===== src/rtl/shift_reg_8_sched.sv =====
// Round-robin scheduler sharing one shift_reg_8 between two requesters.
// Per job: load a nibble, emit AMT shift pulses, capture Q, pulse done.
module shift_reg_8_sched #(
    parameter int PULSE_W = 1
) (
    input  logic       clk_i,
    input  logic       rst_n_i,
    input  logic       req0_i,
    input  logic [3:0] d0_i,
    input  logic [2:0] amt0_i,
    input  logic       req1_i,
    input  logic [3:0] d1_i,
    input  logic [2:0] amt1_i,
    input  logic [7:0] q_i,
    output logic       load_o,
    output logic       shift_o,
    output logic [3:0] ld_data_o,
    output logic       gnt0_o,
    output logic       gnt1_o,
    output logic       done0_o,
    output logic       done1_o,
    output logic       busy_o,
    output logic [7:0] result_o
);

    typedef enum logic [2:0] {
        S_IDLE,
        S_LOAD,
        S_GAP,
        S_SH_HI,
        S_SH_LO,
        S_CAPT,
        S_DONE
    } state_e;

    localparam logic [1:0] PW_LAST = 2'(PULSE_W - 1);

    state_e     state_q, state_d;
    logic [2:0] cnt_q, cnt_d;
    logic [1:0] pw_q, pw_d;
    logic       owner_q, owner_d;
    logic       last_q, last_d;
    logic       load_q, load_d;
    logic       shift_q, shift_d;
    logic [3:0] ld_data_q, ld_data_d;
    logic       gnt0_q, gnt0_d;
    logic       gnt1_q, gnt1_d;
    logic       done0_q, done0_d;
    logic       done1_q, done1_d;
    logic       busy_q, busy_d;
    logic [7:0] result_q, result_d;
    logic       win;

    always_comb begin
        state_d   = state_q;
        cnt_d     = cnt_q;
        pw_d      = pw_q;
        owner_d   = owner_q;
        last_d    = last_q;
        load_d    = load_q;
        shift_d   = shift_q;
        ld_data_d = ld_data_q;
        gnt0_d    = gnt0_q;
        gnt1_d    = gnt1_q;
        done0_d   = 1'b0;
        done1_d   = 1'b0;
        busy_d    = busy_q;
        result_d  = result_q;
        // On a tie the requester that did not win last time is served.
        win       = (req0_i && req1_i) ? ~last_q : req1_i;
        unique case (state_q)
            S_IDLE: begin
                if (req0_i || req1_i) begin
                    owner_d   = win;
                    last_d    = win;
                    ld_data_d = win ? d1_i : d0_i;
                    cnt_d     = win ? amt1_i : amt0_i;
                    gnt0_d    = ~win;
                    gnt1_d    = win;
                    busy_d    = 1'b1;
                    load_d    = 1'b1;
                    state_d   = S_LOAD;
                end
            end
            S_LOAD: begin
                load_d  = 1'b0;
                state_d = S_GAP;
            end
            S_GAP: begin
                pw_d = 2'd0;
                if (cnt_q == 3'd0) begin
                    state_d = S_CAPT;
                end else begin
                    shift_d = 1'b1;
                    state_d = S_SH_HI;
                end
            end
            S_SH_HI: begin
                if (pw_q == PW_LAST) begin
                    pw_d    = 2'd0;
                    shift_d = 1'b0;
                    state_d = S_SH_LO;
                end else begin
                    pw_d = pw_q + 2'd1;
                end
            end
            S_SH_LO: begin
                if (pw_q == PW_LAST) begin
                    pw_d  = 2'd0;
                    cnt_d = cnt_q - 3'd1;
                    if (cnt_q == 3'd1) begin
                        state_d = S_CAPT;
                    end else begin
                        shift_d = 1'b1;
                        state_d = S_SH_HI;
                    end
                end else begin
                    pw_d = pw_q + 2'd1;
                end
            end
            S_CAPT: begin
                result_d = q_i;
                done0_d  = ~owner_q;
                done1_d  = owner_q;
                state_d  = S_DONE;
            end
            S_DONE: begin
                gnt0_d  = 1'b0;
                gnt1_d  = 1'b0;
                busy_d  = 1'b0;
                state_d = S_IDLE;
            end
            default: begin
                load_d  = 1'b0;
                shift_d = 1'b0;
                gnt0_d  = 1'b0;
                gnt1_d  = 1'b0;
                busy_d  = 1'b0;
                state_d = S_IDLE;
            end
        endcase
    end

    always_ff @(posedge clk_i or negedge rst_n_i) begin
        if (!rst_n_i) begin
            state_q   <= S_IDLE;
            cnt_q     <= 3'd0;
            pw_q      <= 2'd0;
            owner_q   <= 1'b0;
            last_q    <= 1'b1;
            load_q    <= 1'b0;
            shift_q   <= 1'b0;
            ld_data_q <= 4'd0;
            gnt0_q    <= 1'b0;
            gnt1_q    <= 1'b0;
            done0_q   <= 1'b0;
            done1_q   <= 1'b0;
            busy_q    <= 1'b0;
            result_q  <= 8'h00;
        end else begin
            state_q   <= state_d;
            cnt_q     <= cnt_d;
            pw_q      <= pw_d;
            owner_q   <= owner_d;
            last_q    <= last_d;
            load_q    <= load_d;
            shift_q   <= shift_d;
            ld_data_q <= ld_data_d;
            gnt0_q    <= gnt0_d;
            gnt1_q    <= gnt1_d;
            done0_q   <= done0_d;
            done1_q   <= done1_d;
            busy_q    <= busy_d;
            result_q  <= result_d;
        end
    end

    assign load_o    = load_q;
    assign shift_o   = shift_q;
    assign ld_data_o = ld_data_q;
    assign gnt0_o    = gnt0_q;
    assign gnt1_o    = gnt1_q;
    assign done0_o   = done0_q;
    assign done1_o   = done1_q;
    assign busy_o    = busy_q;
    assign result_o  = result_q;

endmodule

===== config.mk =====
export PLATFORM = sky130hd
export DESIGN_NAME = shift_reg_8_sched
export DESIGN_NICKNAME = d
export VERILOG_FILES = /design/src/rtl/shift_reg_8_sched.sv
export SDC_FILE = /design/constraint.sdc
export NUM_CORES = 1
export LEC_CHECK = 0
export CAP_MARGIN = 20
export CORE_MARGIN = 2
export CORE_UTILIZATION = 50
export DETAILED_ROUTE_END_ITERATION = 10
export PLACE_DENSITY = 0.84
export SLEW_MARGIN = 20
export SYNTH_ARGS = -nofsm -noshare
export SYNTH_HDL_FRONTEND = slang
export SYNTH_SLANG_ARGS = --single-unit

===== constraint.sdc =====
create_clock -name clk_i -period 2.94 [get_ports clk_i]
set_clock_uncertainty 0.05 [all_clocks]
set_input_delay 0.588 -clock clk_i [delete_from_list [all_inputs] [get_ports clk_i]]
set_output_delay 0.588 -clock clk_i [all_outputs]
set_load 0.02 [all_outputs]

Word-level counts from Yosys, hierarchy flattened. Cells that the tools add are included.

Magnitude comparators: 0. Multiplexer cells: 28. $mul: 0. Divide/modulo/power cells: 0. Reduce and logical (&&, ||, !) cells: 17. Add/subtract/negate cells: 2. Equal/unequal tests: 12. Shift operators: 0. Bitwise logic cells: 6.

Operator list (count): two-way mux 3 bit (8); case mux 3 bit (6 select lines) (1); two-way mux 1 bit (10); inequality test 2 bit (second input constant) (5); OR reduction 5 bit (2); equality test 3 bit (second input constant) (3); case mux 1 bit (2 select lines) (4); equality test 3 x 1 -> 1 bit (second input constant) (2); equality test 3 x 2 -> 1 bit (second input constant) (2); zero test 3 bit (2); inverter 1 bit (6); case mux 3 bit (2 select lines) (1); AND reduction 2 bit (3); AND reduction 3 bit (2); AND reduction 5 bit (1); two-way mux 4 bit (1); case mux 1 bit (4 select lines) (1); case mux 2 bit (2 select lines) (1); nonzero test 2 bit (2); OR reduction 4 bit (1); subtractor 3 x 1 -> 3 bit (second input constant) (1); adder 2 x 1 -> 2 bit (second input constant) (1); zero test 2 bit (1); two-way mux 2 bit (1); 3 further kinds (3).

Output and inout port bits: 19. Bits in read-only memories: 0. Input port bits: 26. RAM bits: 0. Bits in latches: 0. Memories kept: 0. Logic and storage cells: 79. Flip-flop bits (word level): 29.

Longest topological paths before layout.
Word-level depth: 5. Depth in mapped cells: 6. Gate-level depth less buffers: 6.

Worst setup path after synthesis. No wires, ideal clock.

Path kind: input to register. Start point: in req1_i. End point: reg cnt_q[0]. Setup slack: 1.354 ns. Buffers on the path: 1. Library setup time: 0.121 ns. Data required time: 2.769 ns. Stages: 5. Arrival time: 1.415 ns. Path through: or2_1 -> buf_2 -> o211ai_2 -> a21oi_1 -> a22o_1.

Word-level cells in the longest chain between the ends: 5. Elaborated cells on any way between the ends: 8.

Ends and longest elaborated chain: start: declaration (RTL line 11) `input logic req1_i,`; logical AND 1 bit (RTL line 70) `win = (req0_i && req1_i) ? ~last_q : req1_i;`; two-way mux 1 bit (RTL line 70); two-way mux 3 bit (RTL line 77) `cnt_d = win ? amt1_i : amt0_i;`; two-way mux 3 bit (RTL line 73) `if (req0_i || req1_i) begin`; case mux 3 bit (2 select lines) (RTL line 71) `unique case (state_q)`; end signal: assignment (RTL line 162) `cnt_q <= cnt_d;`; end: declaration (RTL line 39) `logic [2:0] cnt_q, cnt_d;`.

Parallel ways exist; a longest one is shown, timed or not. The select of a mux whose other input is x is not followed. A chain may end at the register's enable or synchronous reset.

Worst setup path in the final report.
Start point: reg shift_q (netlist: shift_o). End point: out shift_o.

RTL lines: start: declaration (RTL line 44) `logic shift_q, shift_d;`; start signal: assignment (RTL line 167) `shift_q <= shift_d;`; end: declaration (RTL line 16) `output logic shift_o,`.

No word-level cell between the ends.

==> metrics.cfg <==
[critical_path]
path_cells = clkdlybuf4s50_1
crit_slowest_cell = clkdlybuf4s50_1
cp.required_ns = 2.30
arrival_ns = 1.35
cp_top_family = buffers and inverters
slowest_delay_ns = 0.62
cp-start-kind = register
worstSetupStartpoint = shift_o$_DFFE_PN0P_
cp-end-kind = output pin
reg2reg_depth = 4
cp.depth = 1
ff2ff_setup_slack_ns = 1.05
crit_path_end = shift_o
cp_max_fo = 4
critPathKind = reg2out
crit_buf_inv = 1
r2r_start = state_q[1]$_DFFE_PN0P_
r2r-end = state_q[2]$_DFFE_PN0P_

[placement]
hpwl_um = 2560
port_buffers = 44
gp_congestion = 0.785

[synthesis]
synth_nets = 177
yosys_warnings = 0
ys_top_cells_by_count = dfrtp_1, a21oi_1, nand2_1
syn_area_mm2 = 0.00152
synth_ff_type = dfrtp_1
avgSynthCellArea_um2 = 10.5
async_reset_ff_share_pct = 100
yosysTopAreaCellShare_pct = 46.2
synth.most_common_cell = dfrtp_1
ys_top_cells_by_area = dfrtp_1, mux2_2, ha_1
synth_seq_cells = 29
syn-instance-count = 145
yosysTopAreaCell = dfrtp_1
ys_types = 42
synth.yosys.seq_area_share_pct = 47.9
synth_edf_count = 0

[sta]
worstMarginPinSlew_ns = 0.646
setup_viol = 0
tns_ns = 0
hold_violations = 0
slew_violations = 0
fin_crit_ns = 1.99
slew_headroom_pct = 56.9
min_period_over_period_pct = 67.7
max_freq_ghz = 0.502
rsz0062_at_grt = false

[die]
ioPinCount = 45
fp.dieW_um = 59.1
core_area_mm2 = 0.00283
fp-row-count = 19
die_y_um = 59.1
die_area_mm2 = 0.00349
start_util_pct = 53.6

[clock_tree]
cts_tree = done
cts_setup_buffers = 0
cts_resized = 0
insertion_delay_ns = 0.32
clock-sinks = 29
clk_path_buf_depth = 2
numCtsBuffers = 5
cts_max_level = 2
root_buffer = clkbuf_4
postCtsHoldBufs = 0
clk_pin_slew_ns = 0.10

[global_routing]
overflow = 0
antenna_found_initial = 0
grt_start_max_net_pins = 30
grt_pass1_vias = 1266
grt_pass1_wl_um = 5710
grt_usage_pct = 21.9

[detailed_routing]
wl_per_cell_um = 15.4
dr.pass1.iters = 4
via_count = 1308
ant_nets = 0
wirelength_um = 3420
drtIter0Drc = 51
drc = 0
viasPerCell = 5.89

[power_and_ir_drop]
powerDensity_mw_per_mm2 = 1020
leakagePower_nw = 0.893
total_power_mw = 2.09
peakVddDrop_uv = 548

[job]
drv_cap = 0

[worst_hold_path]
hp-class = reg2reg
hold_depth = 1

[layout]
syn_to_final_growth_pct = 35.3
drive_gt1_share_pct = 13.6
fin_nets = 222
n_antenna_cell = 0

[status]
outcome = complete, no violations

[registers in the layout, indices dropped and copies added, names as in the netlist, 2 cells and up]
signal / count
result_o: 8
ld_data_o: 4
cnt_q: 3
state_q: 3
pw_q: 2
[cell usage in the layout (no fill, tap or decap), types with 2 or more instances in the layout]
| cell type | synthesis | routed |
|---|---|---|
| o21ai_1 | 8 | 8 |
| nor2b_1 | 2 | 2 |
| mux2_2 | 8 | 8 |
| a22o_1 | 4 | 4 |
| nand2_2 | 2 | 2 |
| o32ai_1 | 2 | 2 |
| dfrtp_1 | 28 | 28 |
| ha_1 | 6 | 6 |
| inv_1 | 8 | 8 |
| a32o_1 | 2 | 2 |
| clkbuf_4 | 0 | 5 |
| a31oi_1 | 3 | 3 |
| nor2_1 | 5 | 5 |
| nand2b_1 | 3 | 3 |
| nand3_1 | 3 | 3 |
| clkdlybuf4s50_1 | 0 | 44 |
| mux2i_1 | 4 | 4 |
| a21oi_1 | 12 | 12 |
| a32oi_1 | 2 | 2 |
| nand2_1 | 12 | 12 |
| o21ai_0 | 4 | 4 |
[worst min path at each step]
stage                              startpoint                 end  slack, ns
final                     owner_q$_DFFE_PN0P_   done0_o$_DFF_PN0_       0.44
after floorplan                       rst_n_i  busy_o$_DFFE_PN0P_       0.24
after detailed placement  owner_q$_DFFE_PN0P_   done0_o$_DFF_PN0_       0.41
after global placement    owner_q$_DFFE_PN0P_   done0_o$_DFF_PN0_       0.40
after global routing      owner_q$_DFFE_PN0P_   done0_o$_DFF_PN0_       0.47
after CTS                 owner_q$_DFFE_PN0P_   done0_o$_DFF_PN0_       0.42
[power by group]
part / internal [mW] / switching (mW)
Combinational: 0.490 / 0.496
Clock: 0.203 / 0.136
Sequential: 0.570 / 0.191
[cells by family after synthesis]
group | count (synthesis) | share of synthesized area, %
AO/OA/AOI/OAI | 48 | 21.4
AND/OR/NAND/NOR | 35 | 12.8
flip-flops | 29 | 47.9
buffers and inverters | 15 | 4.37
multiplexers | 12 | 8.58
adder cells (fa/ha/maj) | 6 | 4.95
[through the flow]
| stage | worst slack, ns | instances | util [%] | cell area (um^2) | hold WS (ns) |
|---|---|---|---|---|---|
| finish | 0.950 | 222 | 72.5 | 2050 | 0.437 |
| global route | 0.882 | 222 | 72.5 | 2050 | 0.473 |
| CTS | 0.930 | 222 | 72.5 | 2050 | 0.424 |
| detailed placement | 0.776 | 214 | 69.5 | 1970 | 0.413 |
| global placement | 0.874 | 214 | 69.5 | 1970 | 0.401 |
| floorplan | 1.35 | 145 | - | 1520 | 0.242 |
[metal layers]
layer	track usage (%)	up-vias	share of wire (%)
met5	0	-	0
met4	6.82	0	1.3
met3	6.99	7	6.9
met2	35.6	59	50
met1	27.9	627	41
li1	-	615	-
[final cells by class]
type | count | area, um^2
Fill cell | 210 | 777
Clock inverter | 1 | 30.0
Multi-Input combinational cell | 101 | 723
Clock buffer | 7 | 55.1
Tap cell | 31 | 38.8
Sequential cell | 29 | 727
Timing Repair Buffer | 45 | 448
Inverter | 8 | 30.0
No activity file was read; power rests on OpenSTA's default activity.
